<file path="src/rtl/stack_exec_if.sv">
// stack_exec_if: command/result handshake plus the attached-stack port bundle
interface stack_exec_if #(
    parameter int WIDTH = 8,
    parameter int DEPTH = 3
);
    localparam int OW = $clog2(DEPTH + 1);
    logic             cmd_valid;
    logic             cmd_ready;
    logic [2:0]       cmd_op;
    logic [WIDTH-1:0] cmd_imm;
    logic             res_valid;
    logic [WIDTH-1:0] res_data;
    logic             res_err;
    logic [OW-1:0]    occupancy;
    logic             s_push;
    logic             s_pop;
    logic [WIDTH-1:0] s_data_in;
    logic [WIDTH-1:0] s_data_out;
    logic             s_full;
    logic             s_empty;
    modport master (
        output cmd_valid, cmd_op, cmd_imm, s_data_out, s_full, s_empty,
        input  cmd_ready, res_valid, res_data, res_err, occupancy, s_push, s_pop, s_data_in
    );
    modport slave (
        input  cmd_valid, cmd_op, cmd_imm, s_data_out, s_full, s_empty,
        output cmd_ready, res_valid, res_data, res_err, occupancy, s_push, s_pop, s_data_in
    );
endinterface

</file>
<file path="src/rtl/stack_exec.sv">
// stack_exec: executes push/pop/ALU/dup commands against an external registered stack
module stack_exec #(
    parameter int WIDTH = 8,
    parameter int DEPTH = 3
) (
    input logic         clk,
    input logic         rst,
    stack_exec_if.slave bus
);
    localparam int OW = $clog2(DEPTH + 1);
    localparam logic [2:0] OP_PUSH = 3'd0, OP_POP = 3'd1, OP_ADD = 3'd2, OP_SUB = 3'd3;
    localparam logic [2:0] OP_AND = 3'd4, OP_OR = 3'd5, OP_XOR = 3'd6, OP_DUP = 3'd7;
    typedef enum logic [2:0] {IDLE, POP_A, CAP_A, POP_B, CAP_B, PUSH1, PUSH2, DONE} state_t;
    state_t           state_q, state_d;
    logic [2:0]       op_q, op_d;
    logic [WIDTH-1:0] imm_q, imm_d, a_q, a_d, b_q, b_d, res_q, res_d, push_w;
    logic             err_q, err_d;
    logic [OW-1:0]    occ_q, occ_d;
    logic [1:0]       need;
    logic             is_bin, under, over;
    assign is_bin = bus.cmd_op inside {OP_ADD, OP_SUB, OP_AND, OP_OR, OP_XOR};
    assign need   = (bus.cmd_op == OP_POP || bus.cmd_op == OP_DUP) ? 2'd1 : is_bin ? 2'd2 : 2'd0;
    assign under  = need != 2'd0 && (32'(need) > 32'(occ_q) || bus.s_empty);
    assign over   = (bus.cmd_op == OP_PUSH || bus.cmd_op == OP_DUP) && (occ_q == OW'(DEPTH) || bus.s_full);
    assign bus.occupancy = occ_q;
    // state and datapath registers, cleared asynchronously
    always_ff @(posedge clk or negedge rst) begin
        if (!rst) begin
            state_q <= IDLE;
            op_q    <= '0;
            imm_q   <= '0;
            a_q     <= '0;
            b_q     <= '0;
            res_q   <= '0;
            err_q   <= 1'b0;
            occ_q   <= '0;
        end else begin
            state_q <= state_d;
            op_q    <= op_d;
            imm_q   <= imm_d;
            a_q     <= a_d;
            b_q     <= b_d;
            res_q   <= res_d;
            err_q   <= err_d;
            occ_q   <= occ_d;
        end
    end
    // word written in PUSH1: immediate, B op A, or A for DUP
    always_comb begin
        case (op_q)
            OP_PUSH: push_w = imm_q;
            OP_ADD:  push_w = b_q + a_q;
            OP_SUB:  push_w = b_q - a_q;
            OP_AND:  push_w = b_q & a_q;
            OP_OR:   push_w = b_q | a_q;
            OP_XOR:  push_w = b_q ^ a_q;
            default: push_w = a_q;
        endcase
    end
    // sequencing of stack strobes, operand capture and the completion pulse
    always_comb begin
        state_d       = state_q;
        op_d          = op_q;
        imm_d         = imm_q;
        a_d           = a_q;
        b_d           = b_q;
        res_d         = res_q;
        err_d         = err_q;
        occ_d         = occ_q;
        bus.cmd_ready = 1'b0;
        bus.res_valid = 1'b0;
        bus.res_data  = '0;
        bus.res_err   = 1'b0;
        bus.s_push    = 1'b0;
        bus.s_pop     = 1'b0;
        bus.s_data_in = '0;
        unique case (state_q)
            IDLE: begin
                bus.cmd_ready = 1'b1;
                if (bus.cmd_valid) begin
                    op_d    = bus.cmd_op;
                    imm_d   = bus.cmd_imm;
                    err_d   = under | over;
                    res_d   = '0;
                    state_d = (under | over) ? DONE : bus.cmd_op == OP_PUSH ? PUSH1 : POP_A;
                end
            end
            POP_A: begin
                bus.s_pop = 1'b1;
                occ_d     = occ_q - OW'(1);
                state_d   = CAP_A;
            end
            CAP_A: begin
                a_d     = bus.s_data_out;
                res_d   = bus.s_data_out;
                state_d = op_q == OP_POP ? DONE : op_q == OP_DUP ? PUSH1 : POP_B;
            end
            POP_B: begin
                bus.s_pop = 1'b1;
                occ_d     = occ_q - OW'(1);
                state_d   = CAP_B;
            end
            CAP_B: begin
                b_d     = bus.s_data_out;
                state_d = PUSH1;
            end
            PUSH1: begin
                bus.s_push    = 1'b1;
                bus.s_data_in = push_w;
                res_d         = push_w;
                occ_d         = occ_q + OW'(1);
                state_d       = op_q == OP_DUP ? PUSH2 : DONE;
            end
            PUSH2: begin
                bus.s_push    = 1'b1;
                bus.s_data_in = a_q;
                occ_d         = occ_q + OW'(1);
                state_d       = DONE;
            end
            DONE: begin
                bus.res_valid = 1'b1;
                bus.res_data  = res_q;
                bus.res_err   = err_q;
                state_d       = IDLE;
            end
        endcase
    end
endmodule

</file>
<file path="src/flat_wrapper.sv">
// flat-port wrapper written by rule: the top's interface ports become plain ports
module stack_exec_flat 
#(
    parameter int WIDTH = 8,
    parameter int DEPTH = 3
)
  (clk, rst, bus_cmd_valid, bus_cmd_op, bus_cmd_imm, bus_s_data_out, bus_s_full, bus_s_empty, bus_cmd_ready, bus_res_valid, bus_res_data, bus_res_err, bus_occupancy, bus_s_push, bus_s_pop, bus_s_data_in);
  stack_exec_if #(.WIDTH(WIDTH), .DEPTH(DEPTH)) bus_i ();
  input logic clk;
  input logic rst;
  input wire logic [$bits(bus_i.cmd_valid)-1:0] bus_cmd_valid;
  input wire logic [$bits(bus_i.cmd_op)-1:0] bus_cmd_op;
  input wire logic [$bits(bus_i.cmd_imm)-1:0] bus_cmd_imm;
  input wire logic [$bits(bus_i.s_data_out)-1:0] bus_s_data_out;
  input wire logic [$bits(bus_i.s_full)-1:0] bus_s_full;
  input wire logic [$bits(bus_i.s_empty)-1:0] bus_s_empty;
  output wire logic [$bits(bus_i.cmd_ready)-1:0] bus_cmd_ready;
  output wire logic [$bits(bus_i.res_valid)-1:0] bus_res_valid;
  output wire logic [$bits(bus_i.res_data)-1:0] bus_res_data;
  output wire logic [$bits(bus_i.res_err)-1:0] bus_res_err;
  output wire logic [$bits(bus_i.occupancy)-1:0] bus_occupancy;
  output wire logic [$bits(bus_i.s_push)-1:0] bus_s_push;
  output wire logic [$bits(bus_i.s_pop)-1:0] bus_s_pop;
  output wire logic [$bits(bus_i.s_data_in)-1:0] bus_s_data_in;
  assign bus_i.cmd_valid = bus_cmd_valid;
  assign bus_i.cmd_op = bus_cmd_op;
  assign bus_i.cmd_imm = bus_cmd_imm;
  assign bus_i.s_data_out = bus_s_data_out;
  assign bus_i.s_full = bus_s_full;
  assign bus_i.s_empty = bus_s_empty;
  assign bus_cmd_ready = bus_i.cmd_ready;
  assign bus_res_valid = bus_i.res_valid;
  assign bus_res_data = bus_i.res_data;
  assign bus_res_err = bus_i.res_err;
  assign bus_occupancy = bus_i.occupancy;
  assign bus_s_push = bus_i.s_push;
  assign bus_s_pop = bus_i.s_pop;
  assign bus_s_data_in = bus_i.s_data_in;
  stack_exec #(.WIDTH(WIDTH), .DEPTH(DEPTH)) u_core (.clk(clk), .rst(rst), .bus(bus_i));
endmodule
</file>
<file path="config.mk">
export PLATFORM = sky130hd
export DESIGN_NAME = stack_exec_flat
export DESIGN_NICKNAME = d
export VERILOG_FILES = /design/src/rtl/stack_exec_if.sv /design/src/rtl/stack_exec.sv /design/src/flat_wrapper.sv
export SDC_FILE = /design/constraint.sdc
export NUM_CORES = 1
export LEC_CHECK = 0
export CAP_MARGIN = 10
export CORE_MARGIN = 5
export CORE_UTILIZATION = 25
export DETAILED_ROUTE_END_ITERATION = 12
export PLACE_DENSITY = 0.52
export SETUP_SLACK_MARGIN = 0.3
export SLEW_MARGIN = 20
export SYNTH_ARGS = -nofsm -noshare
export SYNTH_HDL_FRONTEND = slang
export SYNTH_SLANG_ARGS = --single-unit
</file>
<file path="constraint.sdc">
create_clock -name clk -period 4.76 [get_ports clk]
set_input_delay 0.952 -clock clk [delete_from_list [all_inputs] [get_ports clk]]
set_output_delay 0.952 -clock clk [all_outputs]
set_load 0.02 [all_outputs]
</file>
==> results of run 1 <==
[placed cells by master (no fill, tap or decap), drive strengths merged, types with 14 or more instances in the layout]
master,count
nand2,35
ha,26
inv,26
dfrtp,41
clkdlybuf4s50,44
o21ai,31
nor2,14
a21oi,24
xnor2,14
[registers in the layout (all words and copies together), names as in the netlist]
| register | count |
|---|---|
| u_core.imm_q | 8 |
| u_core.err_q | 1 |
| u_core.res_q | 8 |
| u_core.b_q | 8 |
| u_core.state_q | 3 |
| u_core.bus.occupancy | 2 |
| u_core.a_q | 8 |
| u_core.op_q | 3 |
[critical path: cells and delay by family, from the launching register on]
kind / cells / cell delay, ps
AOI/OAI and AO/OA: 4 / 720
adders and majority gates: 2 / 530
DFF: 1 / 460
buffers and inverters: 2 / 770
and+or+nand+nor: 2 / 280
xor gates and xnor gates: 2 / 260
[where the power goes]
group	total [mW]	leakage [nW]	internal, mW	switching (mW)
registers	0.718	0.496	0.528	0.190
clock network	0.402	0.0800	0.249	0.153
logic	2.12	1.05	0.916	1.21
total	3.24	1.63	1.69	1.55
[through the flow]
step | total power, mW | cell area (um^2) | instances | worst slack (ps)
after CTS | 3.24 | 3780 | 533 | 485
final | 3.24 | 3820 | 534 | 513
after global placement | 2.80 | 3610 | 525 | 814
after floorplan | 2.17 | 3000 | 342 | 1440
after global routing | 3.53 | 3820 | 534 | 305
after detailed placement | 2.82 | 3610 | 525 | 817
[cell type report]
type	instances	area, um^2
Clock buffer	5	125
Timing Repair Buffer	54	538
Inverter	27	101
Multi-Input combinational cell	257	1800
Fill cell	1259	8090
Clock inverter	3	46.3
Tap cell	147	184
Sequential cell	41	1030
[cell families (layout without fill, tap and decap cells)]
kind of cell,Yosys count,after routing,share of synthesized area (%)
xor gates and xnor gates,16,16,4.67
AOI/OAI and AO/OA,107,107,23.1
adders and majority gates,27,27,11.5
and+or+nand+nor,92,92,14.7
DFF,41,41,34.2
muxes,15,15,5.46
buffers and inverters,44,89,6.42
[layer usage]
layer	up-vias	GRT usage [%]	share of wire, %
li1	1295	-	-
met1	1267	17.6	48
met2	94	19.7	45
met3	8	2.97	5.6
met4	0	3.22	1.0
met5	-	0	0
[repair_timing]
item,4_1_cts,5_1_grt
resized for setup,0,3
endpoints found under the setup margin,0,3
buffers inserted,0,0
hold buffers,0,0
[final timing paths]
| path | from | endpoint | depth (start not counted) |
|---|---|---|---|
| setup / recovery | u_core.a_q[0] | bus_s_data_in[7] | 12 |
| max in group asynchronous | rst | u_core.a_q[3] | 2 |
| hold / removal | u_core.res_q[4] | u_core.res_q[4] | 2 |
| hold reg to reg | u_core.res_q[4] | u_core.res_q[4] | 2 |
| min in group asynchronous | rst | u_core.b_q[1] | 1 |
| setup reg to reg | u_core.a_q[0] | u_core.res_q[6] | 10 |
==> impl_summary.md, run 1 <==
Floorplan
The core area is 0.0119 mm^2. In this run the vertical extent of the chip is 120 um. The standard-cell row count is 40. The initial utilization of the core area, before any placement, comes to 25.2%.

The width of the chip is 120 um. During I/O placement, the number of pins put on the boundary was 47. The floorplan step defined a die boundary enclosing 0.0143 mm^2.

Critical path
The worst setup path is captured at a primary output. The largest individual stage delay along the critical path comes from the cell sky130_fd_sc_hd__clkdlybuf4s50_1. For this run, the slowest stage of the critical path takes 650 ps.

The setup slack on the worst flop-to-flop path is 2120 ps. The critical-path maximum fanout is 6. At the worst endpoint, the arrival time is 3300 ps. Traced cell by cell, the critical path runs through inv_1 -> ha_1 -> and3_1 -> a21oi_1 -> xnor2_1 -> ha_1 -> a21oi_1 -> nand3_1 -> a21oi_1 -> xnor2_1 -> o211ai_1 -> clkdlybuf4s50_1. STA puts the critical path data required time at 3810 ps. The critical path in this run is classified as register to primary output.

STA classifies the critical path startpoint as a register. The most repeated library cell on the critical path is sky130_fd_sc_hd__a21oi_1.

Global routing
Entering global routing, the biggest net connects 42 pins. The number of global-route vias before repair came to 2710. For this run the aggregate overflow at the end of global routing stands at 0. The initial antenna violation count was 0.

The total routing usage reported by global routing is 12.6%. The wire length of the first global-routing pass is 14500 um.

Timing
The clock tree skew after final layout is 7.06 ps. The worst-margin pin slew is 767 ps. The final period demand of the worst path is 4250 ps. The normalized max-slew margin is 48.7%.

The minimum hold slack is 497 ps. Setup violations remaining at the end of the flow were counted as 0. Static timing analysis puts the maximum clock frequency at 235 MHz. The setup TNS is 0 ps. Setup repair after global routing left no endpoint under its margin.

The number of slew-limit violations in the final report is 0. The worst path uses 89.2% of the clock period. The number of hold-slack violations in the final timing report came to 0.

Detailed routing
Dividing the detail-routed wire length by the instance count gives 16.6 um. The number of detailed-route iterations in the first pass is 4. The post-route DRC violation count is 0.

The initial detailed-routing violation count is 143. The via density per instance is 4.99. Summing over every cut layer, the via total after detailed routing is 2664. The remaining antenna violation count after routing is 0. Wires add up to 8840 um.

Yosys
The largest area contributor in the synthesized netlist is sky130_fd_sc_hd__dfrtp_1. The share of flip-flops with an asynchronous set or reset after synthesis is 100%. The number of enable-type register cells in the synthesized netlist is 0. The sequential area share after synthesis is 34.2%.

The most used flip-flop cell after synthesis is sky130_fd_sc_hd__dfrtp_1. The total of warnings raised by yosys is 0. Summing every instance area after synthesis gives 0.00300 mm^2.

The count of cell types in the netlist is 52. Averaged over all synthesized cells, the footprint is 8.78 um^2. The area share of the leading cell type in the synthesized netlist is 34.2%. Ranked by total cell area, the synthesized netlist is headed by sky130_fd_sc_hd__dfrtp_1, sky130_fd_sc_hd__ha_1, sky130_fd_sc_hd__o21ai_0, sky130_fd_sc_hd__nand2_1, sky130_fd_sc_hd__mux2_2.

Synthesis produced a netlist with a net count of 393. Synthesis inferred 41 register bits. Synthesis handed over a netlist of 342 instances. The most common cell in the synthesized netlist is sky130_fd_sc_hd__dfrtp_1. The commonest cells after synthesis are sky130_fd_sc_hd__dfrtp_1, sky130_fd_sc_hd__nand2_1, sky130_fd_sc_hd__o21ai_0, sky130_fd_sc_hd__ha_1, sky130_fd_sc_hd__inv_1.

Layout
The share of the core filled with cells is 32.1%. The synthesis-to-finish area growth is 27.3%. At the end of the flow, the number of nets in the layout was 437.

The repair_antennas step left the layout with diodes totalling 0. Of the cells placed in the final design, the portion with a size suffix greater than 1 is 9.82%.

Clock network
Clock-pin slew was measured on the worst setup and hold paths at 60 ps. Buffers inserted during clock tree synthesis total 5. The clock passes through at most 2 buffers.

Counting every sink on the clock net gives 41. The cell sitting at the root of the clock tree is a sky130_fd_sc_hd__clkbuf_16. The worst-skew pair later-pin latency is 290 ps. The clock tree from TritonCTS is yes.

CTS built an H-tree with a depth of 2.

Power and ir drop
The leakage component of the power is 1.63 nW. IR analysis of the VDD net gives a maximum drop of 0.327 mV. The power density relative to cell area is 848 mW/mm^2.

Min path
The worst hold path belongs to the class register to register.

Placement
The final weighted congestion in routability-driven placement is 0.903. The estimated wirelength of the detail-placed design is 6650 um. The count of buffers added on input and output ports is 46.

Job
The max-capacitance violation count is 0.

Run status
The run finished with clean final reports.
(Power assumes the default switching activity.)
==> inputs of run 2 (changes only) <==
--- a/config.mk
+++ b/config.mk
@@ -5,7 +5,7 @@
 export SDC_FILE = /design/constraint.sdc
 export NUM_CORES = 1
 export LEC_CHECK = 0
-export CAP_MARGIN = 10
+export CAP_MARGIN = 0
 export CORE_MARGIN = 5
 export CORE_UTILIZATION = 25
 export DETAILED_ROUTE_END_ITERATION = 12
==> results of run 2 <==
No change in the layout: final DEF, timing and power equal those of run 1.
